`src/rtl/mul_seq_arbiter.sv`:
```
// Two-requester round-robin front end for a sequential shift-add multiplier.
// Accepts one request at a time in IDLE, steps the multiplier ITER times,
// captures the product and holds it on a valid/ready response port.
module mul_seq_arbiter #(
   parameter int unsigned ITER      = 32,
   parameter logic [5:0]  SIG_MULTU = 6'b011001,
   parameter logic [5:0]  SIG_OUT   = 6'b111111,
   parameter logic [5:0]  SIG_IDLE  = 6'b000000
) (
   input  logic        clk,
   input  logic        reset,
   input  logic        req0,
   input  logic        req1,
   input  logic [31:0] a0,
   input  logic [31:0] b0,
   input  logic [31:0] a1,
   input  logic [31:0] b1,
   output logic        ack0,
   output logic        ack1,
   output logic        mul_rst,
   output logic [5:0]  mul_signal,
   output logic [31:0] mul_a,
   output logic [31:0] mul_b,
   input  logic [63:0] mul_product,
   output logic        rsp_valid,
   output logic        rsp_id,
   output logic [63:0] rsp_data,
   input  logic        rsp_ready,
   output logic        busy
);

   localparam int unsigned CNT_W = 6;
   localparam logic [CNT_W-1:0] CNT_LAST = CNT_W'(ITER - 1);

   typedef enum logic [2:0] {
      S_IDLE,
      S_LOAD,
      S_RUN,
      S_CAPTURE,
      S_RESP
   } state_t;

   state_t           state;
   state_t           state_nxt;
   logic [CNT_W-1:0] cnt;
   logic             prio;
   logic             grant;
   logic             any_req;

   // Round-robin pick: a lone requester wins, a tie goes to the priority holder.
   always_comb begin
      any_req = req0 | req1;
      grant   = (req0 && req1) ? prio : req1;
   end

   // State, step counter, arbitration pointer, operand and result registers.
   always_ff @(posedge clk) begin
      if (reset) begin
         state    <= S_IDLE;
         cnt      <= '0;
         prio     <= 1'b0;
         mul_a    <= '0;
         mul_b    <= '0;
         rsp_id   <= 1'b0;
         rsp_data <= '0;
      end else begin
         state <= state_nxt;
         if (state == S_IDLE && any_req) begin
            rsp_id <= grant;
            mul_a  <= grant ? a1 : a0;
            mul_b  <= grant ? b1 : b0;
            prio   <= ~grant;
         end
         if (state == S_LOAD) begin
            cnt <= '0;
         end else if (state == S_RUN) begin
            cnt <= cnt + CNT_W'(1);
         end
         if (state == S_CAPTURE) begin
            rsp_data <= mul_product;
         end
      end
   end

   // Next-state and state-decoded outputs; reset forces the idle output set.
   always_comb begin
      state_nxt  = state;
      ack0       = 1'b0;
      ack1       = 1'b0;
      mul_rst    = 1'b0;
      mul_signal = SIG_IDLE;
      rsp_valid  = 1'b0;
      busy       = 1'b0;
      if (reset) begin
         mul_rst = 1'b1;
      end else begin
         case (state)
            S_IDLE: begin
               mul_rst = 1'b1;
               if (any_req) state_nxt = S_LOAD;
            end
            S_LOAD: begin
               busy      = 1'b1;
               mul_rst   = 1'b1;
               ack0      = ~rsp_id;
               ack1      = rsp_id;
               state_nxt = S_RUN;
            end
            S_RUN: begin
               busy       = 1'b1;
               mul_signal = SIG_MULTU;
               if (cnt == CNT_LAST) state_nxt = S_CAPTURE;
            end
            S_CAPTURE: begin
               busy      = 1'b1;
               state_nxt = S_RESP;
            end
            S_RESP: begin
               busy      = 1'b1;
               rsp_valid = 1'b1;
               if (rsp_ready) begin
                  mul_signal = SIG_OUT;
                  state_nxt  = S_IDLE;
               end
            end
            default: state_nxt = S_IDLE;
         endcase
      end
   end

endmodule

```
`config.mk`:
```
export PLATFORM = sky130hd
export DESIGN_NAME = mul_seq_arbiter
export DESIGN_NICKNAME = d
export VERILOG_FILES = /design/src/rtl/mul_seq_arbiter.sv
export SDC_FILE = /design/constraint.sdc
export NUM_CORES = 1
export LEC_CHECK = 0
export ABC_AREA = 1
export BUFFER_PORTS_ARGS = -buffer_cell sky130_fd_sc_hd__buf_2
export CAP_MARGIN = 20
export CORE_MARGIN = 4
export CORE_UTILIZATION = 40
export CTS_CLUSTER_SIZE = 30
export DETAILED_ROUTE_END_ITERATION = 16
export GPL_TIMING_DRIVEN = 1
export PLACE_DENSITY_LB_ADDON = 0.08
export REMOVE_ABC_BUFFERS = 1
export SETUP_SLACK_MARGIN = 0.02
export SYNTH_ARGS = -nofsm -noshare
export SYNTH_HDL_FRONTEND = slang
export SYNTH_SLANG_ARGS = --single-unit
export TNS_END_PERCENT = 30
```
`constraint.sdc`:
```
create_clock -name clk -period 1.2 [get_ports clk]
set_input_delay 0.06 -clock clk [delete_from_list [all_inputs] [get_ports clk]]
set_output_delay 0.06 -clock clk [all_outputs]
set_load 0.01 [all_outputs]
```
**Word level (Yosys, flattened, before mapping)**

Cells that the tools add are included.

- Output and inout port bits: 140
- Bits in registers: 139

- Reductions and logical operators: 7
- Equal/unequal tests: 8
- Bitwise logic cells: 3
- Multiplexer cells: 20
- Add/subtract/negate cells: 1

Operators with widths:

| operator | number |
|---|---|
| 2-to-1 mux 32 bit | 2 |
| case mux 3 bit (5 select lines) | 1 |
| 2-to-1 mux 6 bit | 2 |
| case mux 6 bit (2 select lines) | 1 |
| 2-to-1 mux 1 bit | 11 |
| 2-to-1 mux 3 bit | 3 |
| adder 6 x 1 -> 6 bit, second input constant | 1 |
| == test 3 x 2 -> 1 bit, second input constant | 2 |
| == test 6 x 5 -> 1 bit, second input constant | 1 |
| != test 2 bit, second input constant | 2 |
| OR reduction 2 bit | 2 |
| OR reduction 4 bit | 1 |
| == test 3 x 1 -> 1 bit, second input constant | 1 |
| == test 3 bit, second input constant | 1 |
| zero test 3 bit | 1 |
| AND reduction 3 bit | 1 |
| logical AND 1 bit | 2 |
| != test 2 x 1 -> 1 bit, second input constant | 1 |
| inverter 1 bit | 2 |
| OR 1 bit | 1 |

**Longest topological paths before layout**

- Depth in word-level cells: 4
- Gate-level depth with buffers: 9

**Worst setup path after synthesis**

Ideal clock, no wire load.

- Kind: register to output
- Start point: reg state[1]
- End point: out mul_signal[3]
- Data arrival time: 1.197 ns
- Setup slack: -0.057 ns
- Path buffers: 1
- Stages on the path, launching flop included: 7
- Required time: 1.140 ns
- Cells stage by stage: dfxtp_1 nor2_2 inv_1 nor2_1 nand2_1 a21oi_1 buf_4

- Longest elaborated chain between the ends: 3
- Elaborated cells between the ends (all ways): 4
- Classes of those cells: 2 x eq/ne; 2 x mux

RTL lines:

| item | line | RTL |
|---|---|---|
| start: declaration | 43 | `state_t state;` |
| start signal: assignment | 67 | `state <= state_nxt;` |
| == test 3 bit or == test 3 x 2 -> 1 bit (tied branches) | 97 | `case (state)` |
| case mux 6 bit (2 select lines) * | 97 |  |
| 2-to-1 mux 6 bit * | 94 | `if (reset) begin` |
| end: declaration | 21 | `output logic [5:0] mul_signal,` |

Mark *: on every way between the ends. The rest lies on a longest branch, timed or not.

**Worst setup path after layout**

- Start point: reg state[0]
- End point: reg mul_b[26]

- Longest elaborated chain between the ends: 2

RTL lines:

| item | line | RTL |
|---|---|---|
| zero test 3 bit | 68 | `if (state == S_IDLE && any_req) begin` |
| logical AND 1 bit | 68 |  |
| end signal: assignment | 71 | `mul_b <= grant ? b1 : b0;` |
| end: declaration | 23 | `output logic [31:0] mul_b,` |

No other way between the ends.
A chain may end at the register's enable or synchronous reset.

==> impl_metrics.env <==
export IMPL_final_core_util_pct=70.12
export IMPL_crit_required_ns=1.54
export IMPL_min_path_type="in2reg"
export IMPL_cts_sinks=139
export IMPL_first_pass_iters=4
export IMPL_dpl_worst_slack_ns=-0.09351
export IMPL_ir_drop_uv=1226
export IMPL_sequentialPowerShare_pct=34.9
export IMPL_cts_buffer_depth=2
export IMPL_gp_congestion=0.8018
export IMPL_cp_data_arrival_time_ns=1.88
export IMPL_clk_latency_ns=0.41
export IMPL_drt_initial_drc_count=436
export IMPL_nets=1524
export IMPL_synth_area_leaders="dfxtp_1 47%, nand2_1 18%, nor2_1 8.7%"
export IMPL_rsz0062_at_grt="true"
export IMPL_synth_cells=863
export IMPL_cts_tree="built"
export IMPL_slowest_delay_ns=0.36
export IMPL_grt_antenna_before_repair=0
export IMPL_leakagePower_nw=5.067
export IMPL_grt_usage_pct=24.90
export IMPL_first_global_vias=6960
export IMPL_max_cap_viol_count=0
export IMPL_via_per_inst=4.799
export IMPL_slew_viol_final=0
export IMPL_outcome="complete, but fails checks"
export IMPL_remaining_drc_errors=0
export IMPL_dr_wl_met3_um=1449
export IMPL_worst_slack_ns=-0.3360
export IMPL_yosysMostFrequentCell="nand2_1"
export IMPL_ant_nets=0
export IMPL_clkPwrFrac_pct=35.3
export IMPL_synth_largest_area_cell="dfxtp_1"
export IMPL_synth_top_area_share_pct=46.89
export IMPL_synth_seq_cells=139
export IMPL_syn_to_final_growth_pct=71.73
export IMPL_finalSetupTns_ns=-22.99
export IMPL_synth_common_cells="280 x nand2_1, 139 x dfxtp_1, 138 x nor2_1, 73 x a21oi_1, 69 x nand3_1"
export IMPL_overflow=0
export IMPL_synth_ff_type="dfxtp_1"
export IMPL_die_w_um=129.8
export IMPL_power_switching_w=0.004885
export IMPL_critPathKind="reg2reg"
export IMPL_drt_wl_total_um=22650
export IMPL_fin_skew_ns=0.007563
export IMPL_seq_area_frac_synth_pct=46.89
export IMPL_numPortBuffers=336
export IMPL_dieHeight_um=129.8
export IMPL_timing_critical_path_to_type="register"
export IMPL_hpwl_um=13850
export IMPL_routed_top_layer="met4"
export IMPL_synth_edf_count=0
export IMPL_root_buffer="clkbuf_16"
export IMPL_cp_slowest_cell="dfxtp_4"
export IMPL_start_kind="register"
export IMPL_async_flop_share_pct=0
export IMPL_grt_pass1_wl_um=33650
export IMPL_violations="negative setup slack"
export IMPL_grt_max_degree=74
export IMPL_netlist_area_um2=5934
export IMPL_synth_warnings=0
export IMPL_coreArea_um2=14530
export IMPL_p_per_area_nw_per_um2=1528
export IMPL_synth_cell_types=22
export IMPL_wl_met1_um=9106
export IMPL_finalCriticalPeriod_ns=1.536
export IMPL_relSlewSlack_pct=76.27
export IMPL_final_cell_count_no_fill=1525
export IMPL_p_comb_share_pct=29.8
export IMPL_num_vias=7319
export IMPL_max_clock_freq_mhz=651.1
export IMPL_switching_share_pct=31.38
export IMPL_worst_slew_pin_slew_ns=0.3560
export IMPL_cp_cell_sequence="nor2_4 > buf_6 > nand2_4 > buf_6 > nor2_4 > buf_6 > clkbuf_16 > nand2_1 > a21oi_1"
export IMPL_crit_path_frequent_cell="buf_6"
export IMPL_postSynthAreaPerCell_um2=6.877
export IMPL_crit_fanout=7
export IMPL_wl_met2_um=11440
export IMPL_dp_cells=1344
export IMPL_setup_viol=133
export IMPL_row_count=44
export IMPL_drive_above_1_share_pct=34.20
export IMPL_cts_reportedPaths_clkPinSlew_ns=0.06
export IMPL_finalCritPeriodShare_pct=128.0
export IMPL_die_area_um2=16850
export IMPL_p_int_w=0.01068
export IMPL_start_util_pct=40.83
export IMPL_cts_inserted_buffers=17
export IMPL_ioPinCount=337
export IMPL_wl_per_cell_um=14.85
export IMPL_hold_violations=0
export IMPL_h_tree_depth=4
final cells by class:
class                   count  area [um2]
diodes                      2       5.005
well taps                 184       230.2
flip-flops and latches    139        2794
clock inverters            14       183.9
inverters                  16       67.56
clock buffers              18       439.2
multi-input cells         641        2894
fillers                  1231        4343
repair buffers            511        3577
path summary, 6_finish.rpt:
path / depth (start not counted) / to / start / slack [ns]
worst max-delay path: 9 / mul_b[26] / state[0] / -0.34
worst min-delay path: 5 / mul_a[5] / a1[5] / 0.01
worst max register to register: 9 / mul_b[26] / state[0] / -0.34
worst min register to register: 2 / mul_b[4] / mul_b[4] / 0.46
sequential cells by signal, indices dropped and copies added, names as in the netlist:
name      cells
state         3
cnt           6
rsp_id        1
rsp_data     64
prio          1
mul_a        32
mul_b        32
cells in the final DEF (no fill, tap or decap), drive strengths merged:
cell type	n
o21ai	67
dlygate4sd3	133
dfxtp	139
a21oi	73
ha	1
nor2	140
clkbuf	22
nand2	281
nand3	71
inv	22
clkinvlp	2
diode	2
nor3	5
bufinv	3
clkinv	3
nand3b	2
buf	374
xor2	1
metrics by stage:
| step | power [W] | area, um2 | hold WS, ns |
|---|---|---|---|
| after global placement | 0.008929 | 7790 | 0.2961 |
| after detailed placement | 0.008966 | 7790 | 0.3045 |
| after global routing | 0.01633 | 10190 | 0.01266 |
| after CTS | 0.01515 | 9911 | 0.00004954 |
| final | 0.01557 | 10190 | 0.01422 |
| after floorplan | 0.007261 | 5558 | 0.1291 |
logic make-up (layout without fill, tap and decap cells):
family / count (synthesis) / after routing / share of synthesized area, %
buf+inv: 83 / 559 / 7.358
fa+ha+maj: 1 / 1 / 0.2108
simple gates: 499 / 499 / 33.59
compound gates: 140 / 140 / 11.81
xor+xnor: 1 / 1 / 0.1476
other cells: 0 / 2 / 0
flops: 139 / 139 / 46.89
power groups by stage:
stage | logic, W | clock network [W] | registers, W
after global placement | 0.00344 | 0 | 0.00549
after detailed placement | 0.00347 | 0 | 0.00550
after global routing | 0.00505 | 0.00579 | 0.00549
after floorplan | 0.00151 | 0 | 0.00575
final | 0.00464 | 0.00550 | 0.00543
after CTS | 0.00414 | 0.00559 | 0.00542
worst max-delay path: cells and delay by family (launching register included):
| family | cells | cell delay (ns) |
|---|---|---|
| flip-flops | 1 | 0.36 |
| AND/OR/NAND/NOR | 4 | 0.40 |
| buffers and inverters | 4 | 0.57 |
| AO/OA/AOI/OAI | 1 | 0.12 |
routing by layer:
| layer | vias to the layer above | track usage, % |
|---|---|---|
| met3 | 42 | 6.263 |
| met2 | 259 | 44.68 |
| li1 | 3693 | - |
| met1 | 3325 | 28.53 |
| met4 | 0 | 9.291 |
| met5 | - | 0 |
repair_timing:
item / 4_1_cts / 5_1_grt
buffers inserted: 6 / 3
hold buffers: 133 / 0
cloned: 2 / 4
endpoints found under the hold margin: 117 / 0
endpoints found under the setup margin: 144 / 149
pin swaps: 5 / 38
gates resized for setup: 38 / 75
(Power assumes the default switching activity.)
